===== config.mk =====
export PLATFORM = sky130hd
export DESIGN_NAME = multi_clap_detector
export DESIGN_NICKNAME = d
export VERILOG_FILES = /design/src/rtl/multi_clap_detector.sv
export SDC_FILE = /design/constraint.sdc
export NUM_CORES = 1
export LEC_CHECK = 0
export CAP_MARGIN = 10
export CELL_PAD_IN_SITES_DETAIL_PLACEMENT = 0
export CELL_PAD_IN_SITES_GLOBAL_PLACEMENT = 1
export CORE_ASPECT_RATIO = 1.25
export CORE_MARGIN = 2
export CORE_UTILIZATION = 32
export DETAILED_ROUTE_END_ITERATION = 6
export GPL_ROUTABILITY_DRIVEN = 0
export PLACE_DENSITY_LB_ADDON = 0.1
export SYNTH_ARGS = -nofsm -noshare
export SYNTH_HDL_FRONTEND = slang
export SYNTH_SLANG_ARGS = --single-unit

===== constraint.sdc =====
create_clock -name clk -period 5 [get_ports clk]
set_input_delay 0.75 -clock clk [delete_from_list [all_inputs] [get_ports clk]]
set_output_delay 0.75 -clock clk [all_outputs]
set_load 0.005 [all_outputs]

===== src/rtl/multi_clap_detector.sv =====
// rtl/multi_clap_detector.sv - counts claps in a sequence of audio threshold hits
// A hit is re-armed only after a holdoff; the sequence closes on window expiry or when it reaches MAX_CLAPS.
module multi_clap_detector #(
  parameter int                  SAMPLE_W       = 16,
  parameter int                  NUM_CH         = 2,
  parameter logic [SAMPLE_W-1:0] THRESH         = 16'h4000,
  parameter int                  HOLDOFF_CYCLES = 4800,
  parameter int                  WINDOW_CYCLES  = 24000,
  parameter int                  MAX_CLAPS      = 4
) (
  input  logic                       clk,
  input  logic                       reset,
  input  logic                       enable,
  input  logic                       sample_valid,
  input  logic [NUM_CH*SAMPLE_W-1:0] sample_data,
  output logic                       clap_pulse,
  output logic                       yesClap,
  output logic                       count_valid,
  output logic [3:0]                 clap_count
);

  localparam int TIMER_MAX = (HOLDOFF_CYCLES > WINDOW_CYCLES) ? HOLDOFF_CYCLES : WINDOW_CYCLES;
  localparam int TIMER_W   = (TIMER_MAX > 1) ? $clog2(TIMER_MAX) : 1;

  localparam logic [TIMER_W-1:0]  HOLDOFF_LOAD = TIMER_W'(HOLDOFF_CYCLES - 1);
  localparam logic [TIMER_W-1:0]  WINDOW_LOAD  = TIMER_W'(WINDOW_CYCLES - 1);
  localparam logic [3:0]          MAX_COUNT    = 4'(MAX_CLAPS);
  localparam logic [SAMPLE_W-1:0] MOST_NEG     = {1'b1, {(SAMPLE_W-1){1'b0}}};
  localparam logic [SAMPLE_W-1:0] MAG_SAT      = {1'b0, {(SAMPLE_W-1){1'b1}}};

  typedef enum logic [1:0] {
    IDLE    = 2'd0,
    HOLDOFF = 2'd1,
    WINDOW  = 2'd2,
    REPORT  = 2'd3
  } state_t;

  logic [NUM_CH-1:0] ch_hit;
  logic              hit;

  // The most negative sample has no positive twin, so it saturates instead of wrapping.
  for (genvar k = 0; k < NUM_CH; k++) begin : g_mag
    logic [SAMPLE_W-1:0] sample;
    logic [SAMPLE_W-1:0] mag;
    assign sample    = sample_data[k*SAMPLE_W +: SAMPLE_W];
    assign mag       = !sample[SAMPLE_W-1] ? sample :
                       (sample == MOST_NEG) ? MAG_SAT : (~sample + SAMPLE_W'(1));
    assign ch_hit[k] = (mag >= THRESH);
  end

  assign hit = sample_valid & enable & (|ch_hit);

  state_t             state_q, state_d;
  logic [TIMER_W-1:0] timer_q, timer_d;
  logic [3:0]         count_q, count_d;
  logic [3:0]         count_inc;
  logic               clap_pulse_q, clap_pulse_d;
  logic               yes_clap_q, yes_clap_d;
  logic               count_valid_q, count_valid_d;
  logic [3:0]         clap_count_q, clap_count_d;

  assign count_inc = count_q + 4'd1;

  always_comb begin
    state_d       = state_q;
    timer_d       = timer_q;
    count_d       = count_q;
    clap_pulse_d  = 1'b0;
    count_valid_d = 1'b0;
    clap_count_d  = clap_count_q;

    if (!enable) begin
      state_d = IDLE;
      timer_d = '0;
      count_d = '0;
    end else begin
      unique case (state_q)
        IDLE: begin
          if (hit) begin
            clap_pulse_d = 1'b1;
            count_d      = 4'd1;
            if (MAX_COUNT == 4'd1) begin
              state_d = REPORT;
              timer_d = '0;
            end else begin
              state_d = HOLDOFF;
              timer_d = HOLDOFF_LOAD;
            end
          end
        end
        HOLDOFF: begin
          if (timer_q == '0) begin
            state_d = WINDOW;
            timer_d = WINDOW_LOAD;
          end else begin
            timer_d = timer_q - TIMER_W'(1);
          end
        end
        WINDOW: begin
          // A hit on the final window cycle still counts: hit wins over expiry.
          if (hit) begin
            clap_pulse_d = 1'b1;
            count_d      = count_inc;
            if (count_inc < MAX_COUNT) begin
              state_d = HOLDOFF;
              timer_d = HOLDOFF_LOAD;
            end else begin
              state_d = REPORT;
              timer_d = '0;
            end
          end else if (timer_q == '0) begin
            state_d = REPORT;
          end else begin
            timer_d = timer_q - TIMER_W'(1);
          end
        end
        REPORT: begin
          count_valid_d = 1'b1;
          clap_count_d  = count_q;
          count_d       = '0;
          timer_d       = '0;
          state_d       = IDLE;
        end
        default: begin
          state_d = IDLE;
          timer_d = '0;
          count_d = '0;
        end
      endcase
    end

    yes_clap_d = (state_d != IDLE);
  end

  always_ff @(posedge clk or posedge reset) begin
    if (reset) begin
      state_q       <= IDLE;
      timer_q       <= '0;
      count_q       <= '0;
      clap_pulse_q  <= 1'b0;
      yes_clap_q    <= 1'b0;
      count_valid_q <= 1'b0;
      clap_count_q  <= '0;
    end else begin
      state_q       <= state_d;
      timer_q       <= timer_d;
      count_q       <= count_d;
      clap_pulse_q  <= clap_pulse_d;
      yes_clap_q    <= yes_clap_d;
      count_valid_q <= count_valid_d;
      clap_count_q  <= clap_count_d;
    end
  end

  assign clap_pulse  = clap_pulse_q;
  assign yesClap     = yes_clap_q;
  assign count_valid = count_valid_q;
  assign clap_count  = clap_count_q;

endmodule


==> reports/summary.log <==
INFO  die            die-width=71.6microns
INFO  layout         fill_cells=536
INFO  clock_tree     cell_at_the_root_of_the_clock_tree=clkbuf_8
INFO  sta            achievable-frequency=346MHz
INFO  die            initial_core_utilization=0.333
INFO  worst_hold_path hold_path_class=register to register
INFO  layout         design_area=0.00238sqmm
INFO  grt            grt_max_degree=29
INFO  synth          seq_area_frac_synth=0.384
INFO  clock_tree     cts_tree=done
INFO  worst_setup_path critPathArrivalTime=3060ps
INFO  die            dieHeight=88.4microns
INFO  synth          post_synth_xor_area_fraction=0.0528
INFO  drt            via_count=1685
INFO  layout         layout-drive-gt1-share=0.0880
INFO  layout         finish.net_count=291
INFO  clock_tree     worstSkewPairLatency=280ps
INFO  worst_setup_path worst-path-max-fanout=20
INFO  drt            average_wire_length_per_cell_after_detail_routing=16.0microns
INFO  synth          synth_fa_ha_area_frac=0.0274
INFO  clock_tree     cts_made_buffers=3
INFO  placement      placement.io_buffers=42
INFO  synth          synthesis_stage_register_bit_count=28
INFO  job            drv.max_cap_violation_count=0
INFO  synth          mux_contribution_to_synthesized_area=0.0247
INFO  clock_tree     cts_max_path_buffers=2
INFO  layout         mostFrequentLayoutCell=clkdlybuf4s50_1
INFO  synth          synth_cell_types=41
INFO  drt            first_iter_violations=125
INFO  clock_tree     cts.clk_slew.worst_paths=100ps
INFO  sta            setup_repair_after_global_routing_missed_its_margin=no
INFO  synth          synth_top_family_by_area=compound AO/OA/AOI/OAI gates
INFO  worst_setup_path cpMaxStageDelayCell=o21ai_0
INFO  grt            grt_first_pass_wirelength=7.98mm
INFO  die            coreArea=0.00548sqmm
INFO  clock_tree     post-cts-setup-buffers=0
INFO  sta            setup-tns-final=0ps
INFO  synth          synthesis.area=0.00183sqmm
INFO  grt            globalRoute.totalOverflow=0
INFO  drt            drt_pre_antenna_iters=4
INFO  sta            slew_violations=0
INFO  sta            timing.final.crit_share=0.578
INFO  layout         flow.area_growth_from_synthesis=30.4%
INFO  synth          netlist.top_cell.by_area=dfrtp_1
INFO  power_and_ir_drop powerDensity=238mW/mm^2
INFO  sta            tightestPinTransition=766ps
INFO  power_and_ir_drop irDropWorstVdd=0.0939mV
INFO  outcome        run_status=complete, no violations
INFO  synth          post_synth_main_area_contributors=dfrtp_1 38%, a21oi_1 6.9%, nand2_1 4.9%
INFO  die            design.die.area=0.00633sqmm
INFO  synth          synthesis.instances=214
INFO  grt            first_global_vias=1615
INFO  die            num_rows=30
INFO  worst_setup_path critPathMaxStageDelay=500ps
INFO  drt            detail_route.wirelength=5.02mm
INFO  synth          synthesis.nets=254
INFO  layout         antenna_cell_count=0
INFO  worst_setup_path timing.setup.critical_path_class=input pin to register
INFO  drt            drc_errors=0
INFO  synth          syn_avg_cell_area=8.53squm
INFO  grt            number_of_antenna_violations_at_the_first_check_in_global_routing=0
INFO  power_and_ir_drop static_leakage=0.952nW
INFO  clock_tree     cts_hold_buffers=0
INFO  sta            final_period_minus_worst_setup_slack=2890ps
INFO  synth          post_synth_and_or_nand_nor_area_fraction=0.202
INFO  worst_setup_path endpoint_kind=register
INFO  synth          yosysWarnings=0
INFO  synth          synth_largest_type_area_fraction=0.384
INFO  layout         mostFrequentLayoutCells=42 x clkdlybuf4s50_1, 28 x dfrtp_1, 25 x a21oi_1
INFO  drt            detail-route-antenna-nets=0
INFO  sta            fin_skew=8.09ps
INFO  worst_setup_path setup.worst_path.start_class=input pin
INFO  die            io_pins=43
INFO  clock_tree     htree_levels=1
INFO  clock_tree     tritoncts_num_sinks=28
INFO  drt            routed_via_density=5.37
INFO  worst_setup_path cp.required=5170ps
INFO  sta            report.final.hold_viol_count=0
INFO  worst_setup_path path_cells=clkdlybuf4s50_1 -> inv_1 -> ha_1 -> nor4b_1 -> nand4_1 -> a31o_2 -> o21ai_0 -> a21oi_1 -> o221a_2
INFO  grt            grt_util_all_layers=0.160
INFO  sta            timing.final.setup_violations=0
INFO  clock_tree     post_cts.resized_instances=0
INFO  placement      dp_hpwl=3.59mm
INFO  synth          share_of_the_synthesized_area_in_compound_gates_ao_oa_aoi_oai=0.256
INFO  placement      placedInstanceArea=0.00228sqmm
INFO  sta            relSlewSlack=0.489
==> per-layer routing <==
metal	vias to the layer above	track usage	wire (microns)
li1	858	-	-
met2	22	0.284	2680
met3	2	0.0182	101
met1	803	0.199	2200
met4	0	0.0600	30
met5	-	0	0
==> synth_stat cells <==
cell      instances
a211o_4           1
a211oi_2          1
a21oi_1          25
a311oi_1          1
a31o_2            3
a31oi_1          11
a32o_1            2
buf_1             1
buf_6             1
clkbuf_1         10
dfrtp_1          28
ha_1              4
inv_1            12
mux2_2            4
nand2_1          24
nand2b_1          1
nand3_1           6
nand3b_1          2
nand4_1           4
nor2_1           14
nor2b_1           1
nor3_1            9
nor3b_1           1
nor4_1            3
nor4b_1           4
o211ai_1          3
o21a_1            3
o21ai_0           6
o21ai_1           4
o221a_2           4
o221ai_1          1
o22a_1            1
o22ai_1           1
o31ai_1           1
o41ai_1           2
or2_2             1
or3_4             1
or3b_4            1
or4_1             1
xnor2_1           4
xor2_1            7
==> report_power, final <==
| group | internal (mW) | leakage [nW] | switching, mW | total [mW] |
|---|---|---|---|---|
| logic | 0.0626 | 0.544 | 0.0597 | 0.122 |
| clock network | 0.107 | 0.0357 | 0.0771 | 0.184 |
| registers | 0.240 | 0.372 | 0.0199 | 0.259 |
==> critical path, delay by kind of cell <==
family                   cells  cell delay, ps
AO/OA/AOI/OAI                4            1270
buffers and inverters        2             460
AND/OR/NAND/NOR              2             450
adder cells (fa/ha/maj)      1             130
==> cells by family (layout without fill, tap and decap cells) <==
logic type,after synthesis,after routing
AO/OA/AOI/OAI,70,70
buffers and inverters,24,60
flip-flops,28,28
multiplexers,4,4
XOR/XNOR,11,11
adder cells (fa/ha/maj),4,4
AND/OR/NAND/NOR,73,73
==> worst paths after layout <==
check,cells after the start,end,slack [ps],start
setup / recovery,9,timer_q[4]$_DFFE_PP0P_,2110,sample_data[16]
hold / removal,1,clap_count[3]$_DFFE_PP0P_,510,clap_count[3]$_DFFE_PP0P_
setup reg to reg,5,timer_q[4]$_DFFE_PP0P_,2230,timer_q[7]$_DFFE_PP0P_
hold reg to reg,1,clap_count[3]$_DFFE_PP0P_,510,clap_count[3]$_DFFE_PP0P_
max in group asynchronous,3,timer_q[2]$_DFFE_PP0P_,3790,reset
min in group asynchronous,2,timer_q[14]$_DFFE_PP0P_,760,reset
==> registers in the layout (all words and copies together), names as in the netlist <==
register and cells:
timer_q 15, count_q 4, state_q 2, yesClap 1
clap_count 4, count_valid 1, clap_pulse 1
==> area by class of cell <==
class,instances,area [sq um],area share
clock buffers,3,41.3,0.0174
repair buffers,44,455,0.191
inverters,12,45.0,0.0189
multi-input cells,162,1030,0.432
well taps,64,80.1,0.0336
clock inverters,1,30.0,0.0126
flip-flops and latches,28,701,0.294
==> metrics by stage <==
stage	cells	util	setup WS [ps]	power, mW	hold WS, ps
2_1_floorplan	214	-	2510	0.333	486
3_3_place_gp	309	0.416	1840	0.383	489
3_5_place_dp	309	0.416	1770	0.384	493
4_1_cts	313	0.429	2090	0.574	517
5_1_grt	314	0.434	1850	0.598	522
6_report	314	0.434	2110	0.566	512
No activity file was read; power rests on OpenSTA's default activity.
